File: src/rtl/logic_gate_pipe.sv
// logic_gate_pipe: registered bitwise two-operand logic unit feeding a
// DEPTH-entry result FIFO, with valid/ready handshakes on both sides.
//
// Optional feature macro: LGU_STATS_EN
//   defined   -> adds the 32-bit op_count output (completed output transfers)
//   undefined -> op_count port and register are absent
//
// Handshake rules (both sides): a transfer happens on a rising edge where
// valid && ready are both high. valid, once raised, is held with stable
// payload until the transfer. in_ready and out_valid depend only on the
// registered occupancy count, so there is no combinational path from
// out_ready to in_ready (a full FIFO refuses input even while popping).
//
// state_dbg exposes the occupancy controller state:
//   0 = EMPTY, 1 = PARTIAL, 2 = FULL.
module logic_gate_pipe #(
  parameter int WIDTH = 8,
  parameter int DEPTH = 4
) (
  input  logic             clk,
  input  logic             rst,
  input  logic             in_valid,
  output logic             in_ready,
  input  logic [WIDTH-1:0] a,
  input  logic [WIDTH-1:0] b,
  input  logic [2:0]       op,
  output logic             out_valid,
  input  logic             out_ready,
  output logic [WIDTH-1:0] c,
  output logic             c_zero,
  output logic [1:0]       state_dbg
`ifdef LGU_STATS_EN
  ,
  output logic [31:0]      op_count
`endif
);

  localparam int AW = (DEPTH > 1) ? $clog2(DEPTH) : 1;
  localparam int CW = AW + 1;
  localparam logic [CW-1:0] DEPTH_C = CW'(DEPTH);

  typedef enum logic [1:0] {
    ST_EMPTY   = 2'd0,
    ST_PARTIAL = 2'd1,
    ST_FULL    = 2'd2
  } state_e;

  logic [WIDTH-1:0] mem_q [DEPTH];
  logic [WIDTH-1:0] mem_d [DEPTH];
  logic [AW-1:0]    wr_ptr_q, wr_ptr_d;
  logic [AW-1:0]    rd_ptr_q, rd_ptr_d;
  logic [CW-1:0]    count_q, count_d;
  state_e           state_q, state_d;
  logic [WIDTH-1:0] result;
  logic             push;
  logic             pop;

`ifdef LGU_STATS_EN
  logic [31:0] op_count_q, op_count_d;
`endif

  // Bitwise operation selected by op; always exactly WIDTH bits.
  always_comb begin
    result = '0;
    case (op)
      3'b000:  result = a & b;
      3'b001:  result = a | b;
      3'b010:  result = ~(a & b);
      3'b011:  result = ~(a | b);
      3'b100:  result = a ^ b;
      3'b101:  result = ~(a ^ b);
      3'b110:  result = ~a;
      default: result = a;
    endcase
  end

  // Handshake status from registered occupancy only; head data gated so an
  // empty FIFO always shows c=0 regardless of stale storage.
  always_comb begin
    in_ready  = (count_q != DEPTH_C);
    out_valid = (count_q != '0);
    push      = in_valid && in_ready;
    pop       = out_valid && out_ready;
    c         = out_valid ? mem_q[rd_ptr_q] : '0;
    c_zero    = (c == '0);
    state_dbg = state_q;
  end

  // Next storage, pointers and occupancy for this cycle's push/pop.
  always_comb begin
    mem_d    = mem_q;
    wr_ptr_d = wr_ptr_q;
    rd_ptr_d = rd_ptr_q;
    count_d  = count_q;
    if (push) begin
      mem_d[wr_ptr_q] = result;
      wr_ptr_d        = wr_ptr_q + AW'(1);
    end
    if (pop) begin
      rd_ptr_d = rd_ptr_q + AW'(1);
    end
    if (push && !pop) begin
      count_d = count_q + CW'(1);
    end else if (pop && !push) begin
      count_d = count_q - CW'(1);
    end
  end

  // Occupancy controller next state; tracks count transitions.
  always_comb begin
    state_d = state_q;
    case (state_q)
      ST_EMPTY: begin
        if (push && !pop) state_d = ST_PARTIAL;
      end
      ST_PARTIAL: begin
        if (push && !pop && (count_q == DEPTH_C - CW'(1))) begin
          state_d = ST_FULL;
        end else if (pop && !push && (count_q == CW'(1))) begin
          state_d = ST_EMPTY;
        end
      end
      ST_FULL: begin
        if (pop) state_d = ST_PARTIAL;
      end
      default: state_d = ST_EMPTY;
    endcase
  end

  // FIFO storage, pointers, count and controller state registers.
  always_ff @(posedge clk or posedge rst) begin
    if (rst) begin
      for (int i = 0; i < DEPTH; i++) begin
        mem_q[i] <= '0;
      end
      wr_ptr_q <= '0;
      rd_ptr_q <= '0;
      count_q  <= '0;
      state_q  <= ST_EMPTY;
    end else begin
      mem_q    <= mem_d;
      wr_ptr_q <= wr_ptr_d;
      rd_ptr_q <= rd_ptr_d;
      count_q  <= count_d;
      state_q  <= state_d;
    end
  end

`ifdef LGU_STATS_EN
  // Completed output transfer counter; wraps naturally at 32 bits.
  always_comb begin
    op_count_d = op_count_q;
    if (pop) op_count_d = op_count_q + 32'd1;
    op_count = op_count_q;
  end

  // Transfer counter register.
  always_ff @(posedge clk or posedge rst) begin
    if (rst) begin
      op_count_q <= '0;
    end else begin
      op_count_q <= op_count_d;
    end
  end
`endif

endmodule

File: config.mk
export PLATFORM = sky130hd
export DESIGN_NAME = logic_gate_pipe
export DESIGN_NICKNAME = d
export VERILOG_FILES = /design/src/rtl/logic_gate_pipe.sv
export SDC_FILE = /design/constraint.sdc
export NUM_CORES = 1
export LEC_CHECK = 0
export CORE_ASPECT_RATIO = 2
export CORE_MARGIN = 10
export CORE_UTILIZATION = 60
export DETAILED_ROUTE_END_ITERATION = 16
export PLACE_DENSITY = 0.86
export SETUP_SLACK_MARGIN = 0.02
export SYNTH_ARGS = -nofsm -noshare
export SYNTH_HDL_FRONTEND = slang
export SYNTH_SLANG_ARGS = --single-unit
File: constraint.sdc
create_clock -name clk -period 5.45 [get_ports clk]
set_input_delay 0.8175 -clock clk [delete_from_list [all_inputs] [get_ports clk]]
set_output_delay 0.8175 -clock clk [all_outputs]
set_load 0.005 [all_outputs]
Word level (Yosys, flattened, before mapping) --
Cells that the tools add are included.
Storage, ports and cells: register bits 41, latch bits 0, memory bits (writable) 0, ROM bits 0, input bits 23, output and inout bits 13, memories kept 0
Operators by class: $add $sub $neg 4, $mul 0, div/mod/pow operators 0, $lt $le $gt $ge 3, equality and inequality tests 14, shift operators 0, multiplexer cells 15, bitwise logic cells 9, reduce and logical (&&, ||, !) cells 15
Operator list (count):
- $pmux 8 s7 | 1
- $bwmux 32 | 1
- $mux 8 | 4
- $not 8->8 | 4
- $bmux 8 s2 | 1
- $demux 8 s2 | 1
- $eq 3x2->1 const B | 3
- $eq 3x3->1 const B | 3
- $and 8x8->8 | 1
- $logic_not 8->1 | 1
- $mux 2 | 4
- $or 8x8->8 | 1
- $xor 8x8->8 | 1
- $logic_and 1x1->1 | 7
- $eq 3x1->1 const B | 2
- $ge 3x3->1 const B | 2
- $mux 3 | 2
- $ne 3x3->1 const B | 2
- $not 2->3 | 2
- $pmux 2 s3 | 1
- $add 2x1->2 const B | 2
- $ne 2x2->1 const B | 2
- $add 3x1->3 const B | 1
- $logic_not 3->1 | 1
- other kinds (9) | 10

Logic depth before layout (Yosys ltp) --
word-level depth 8, mapped depth 10, depth with buffers taken out 9

Worst setup path before layout --
Ideal clock, no wire load.
path kind reg-to-output, from reg rd_ptr_q[0], to out c_zero, data arrival time 1.514 ns, data required time 4.633 ns, slack 3.118 ns, cell stages (with the launch flop) 5, buffers on the path 1, path through dfrtp_1 -> buf_6 -> mux4_2 -> o41ai_2 -> and4bb_1
Between the ends: word-level cells in the longest chain between the ends 6
Ends and longest elaborated chain:
- start: declaration | RTL line 51 | logic [AW-1:0] rd_ptr_q, rd_ptr_d;
- start signal: assignment | RTL line 143 | rd_ptr_q <= rd_ptr_d;
- $not 2->3 (implied by the code) | RTL line 84 | c = out_valid ? mem_q[rd_ptr_q] : '0;
- $bmux 8 s2 | RTL line 84
- $mux 8 (implied by the code) (2 in series) | RTL line 84
- $mux 8 | RTL line 84
- $logic_not 8->1 | RTL line 85 | c_zero = (c == '0);
- end: declaration | RTL line 30 | output logic c_zero,
No other way between the ends. The select of a mux whose other input is x is not followed.

Worst setup path after layout --
Same ends and word-level chain as after synthesis.

==> flow_summary.ini <==
[cts]
insertion_delay_ns = 0.29
postCtsSetupRepairBufs = 0
cts_hold_buf = 0
cts_sinks = 41
htree_levels = 2
root_buffer = clkbuf_8
cts_buffer_depth = 2
cts_tree = done
cts.repair.resized = 0
cts_buffers = 5
clk_pin_slew_ns = 0.08

[placement]
place_inst = 366
gp_congestion = 0.8181
portBuffers = 35
hpwl_um = 4649

[cells_and_area]
final_nets = 368
fillers = 368
antenna_cells = 0
multi_input_area_um2 = 1592
drive_gt1_frac = 0.07837
final_cells = 374
regArea_um2 = 1026
area.growth.synth_to_final_pct = 16.17

[worst_setup_path]
critPathLaunchType = flip-flop
r2r.worst_path.cells = 8
critPathMaxFanout = 10
setup.worst_path.class = flip-flop to primary output
arrival_ns = 2.60
worstSetupEndpointType = primary output
cp.required_ns = 4.63

[synthesis]
synth.ff_latch_count = 41
yosysWarnings = 0
synthXorXnorAreaFrac = 0.05332
synthCells = 288
synthTopCellsByCount = 41 x dfrtp_1, 30 x nand2_1, 27 x ha_1, 27 x inv_1, 24 x nor2_1
synth-edff-count = 0
yosysSeqAreaShare = 0.3674
synth.avg_cell_area_um2 = 9.697
synth-async-reset-ratio = 1.000
synth_ff_type = dfrtp_1
synthTopCellsByArea = dfrtp_1 37%, ha_1 12%, mux4_1 4.7%
synth-simple-area-share = 0.1438
synth_top_area_frac = 0.3674
synth-compound-area-share = 0.1483
syn_area_um2 = 2793
synth-adder-area-share = 0.1210
yosysMostFrequentCell = dfrtp_1
muxShareOfSynthArea = 0.1035
syn_nets = 338
synth_top_family_by_area = compound AO/OA/AOI/OAI gates
yosys.area.top_type = dfrtp_1
synthDistinctLibCells = 37

[die]
die_area_um2 = 7949
rows = 35
die_w_um = 68.24
boundaryPins = 36
coreArea_um2 = 4554
die_h_um = 116.5
initial_core_util = 0.6132

[detailed_routing]
route.met2.wl_um = 3299
wl_met3_um = 227
maxUsedRoutingLayer = met4
wl_per_cell_um = 15.47
wl_um = 5784
num_vias = 2154
dr.first_iter.drc_count = 90
viasPerCell = 5.759
wl_met1_um = 2177
first_pass_iters = 4
postRouteAntennaNets = 0
drcViolationCount = 0

[grt]
antenna_found_initial = 0
grt_pass1_vias = 2152
grt_first_pass_wirelength_um = 9832
grt-ovfl-total = 0
grt_usage = 0.1572
grt_start_max_net_pins = 42

[pwr]
p_leak_uw = 0.001465
ir_worst_vdd_mv = 0.3190
p_per_area_nw_per_um2 = 483.0

[sta]
fmaxAchievable_mhz = 292.8
final_hold_viol_count = 0
fin_crit_ns = 3.415
slew_violations = 0
setup_violations = 0
skew_ns = 0.01168
setup_tns_ns = 0
worst_slew_pin_slew_ns = 0.6674
fin_crit_sh = 0.6266
worst_slew_margin_rel = 0.5537
rsz0062_at_grt = no

[min_path]
hold_depth = 1
min_path_type = flip-flop to flip-flop

[run]
drv_cap = 0

[outcome]
status = finished, final reports clean
-- flip-flops by register name, indices dropped and copies added, names as in the netlist --
name and flops:
wr_ptr_q 2, rd_ptr_q 2, state_dbg 2, mem_q 32, count_q 3
-- placed cells by master, fill, tap and decap left out, types with 4 or more instances in the layout --
master and instances:
dfrtp_1 41, a31oi_1 17, mux4_1 5, xnor2_1 9, and2_1 13, inv_1 27, nand3_1 4, o31ai_1 8
ha_1 27, mux2_2 8, nand2_1 30, clkbuf_8 5, o21ai_0 9, xor2_1 8, o211ai_1 9, clkdlybuf4s50_1 35
nor2_1 24
-- layout make-up --
type,count,share of cell area
timing repair buffer,38,0.1149
sequential,41,0.3162
inverter,27,0.03124
clock buffer,7,0.02352
tap,55,0.02121
multi-input combinational,205,0.4906
clock inverter,1,0.002314
-- critical path: stages, from the launching register on --
cell and delay, ns:
dfrtp_1 0.65, mux4_2 0.58, o41ai_2 0.33, and4bb_1 0.24, clkdlybuf4s50_1 0.50
-- metal layers --
metal  vias up  track usage
met5         -            0
met4         0      0.05533
met3         6      0.02305
met2        43       0.2978
met1      1042       0.1640
li1       1063            -
-- power by group --
part,leakage [uW],internal (uW),switching (uW)
sequential,0.000480,457,128
clock,0.0000385,90.6,101
combinational,0.000947,451,339
-- through the flow --
| step | hold slack, ns | cell area, um^2 | utilization | power (uW) | setup slack (ns) |
|---|---|---|---|---|---|
| after floorplan | 0.4401 | 2793 | - | 1074 | 3.118 |
| after global placement | 0.4884 | 3161 | 0.6940 | 1346 | 2.360 |
| after detailed placement | 0.4923 | 3161 | 0.6940 | 1386 | 2.351 |
| after CTS | 0.5089 | 3244 | 0.7124 | 1580 | 2.017 |
| after global routing | 0.5264 | 3244 | 0.7124 | 1695 | 1.930 |
| final | 0.5047 | 3244 | 0.7124 | 1567 | 2.035 |
-- kinds of logic after synthesis --
logic type      Yosys count
simple gates             85
compound gates           60
buf+inv                  42
flops                    41
fa+ha+maj                27
xor+xnor                 17
mux                      16
-- final timing paths --
check	from	to	slack, ns
worst max-delay path	rd_ptr_q[0]$_DFFE_PP0P_	c_zero	2.03
worst max register to register	count_q[0]$_DFFE_PP0P_	count_q[2]$_DFFE_PP0P_	3.36
worst min-delay path	mem_q[20]$_DFFE_PP0P_	mem_q[20]$_DFFE_PP0P_	0.50
min in group asynchronous	rst	rd_ptr_q[0]$_DFFE_PP0P_	0.94
max in group asynchronous	rst	mem_q[22]$_DFFE_PP0P_	4.16
worst min register to register	mem_q[20]$_DFFE_PP0P_	mem_q[20]$_DFFE_PP0P_	0.50
Power figures use the tool's default switching activity.
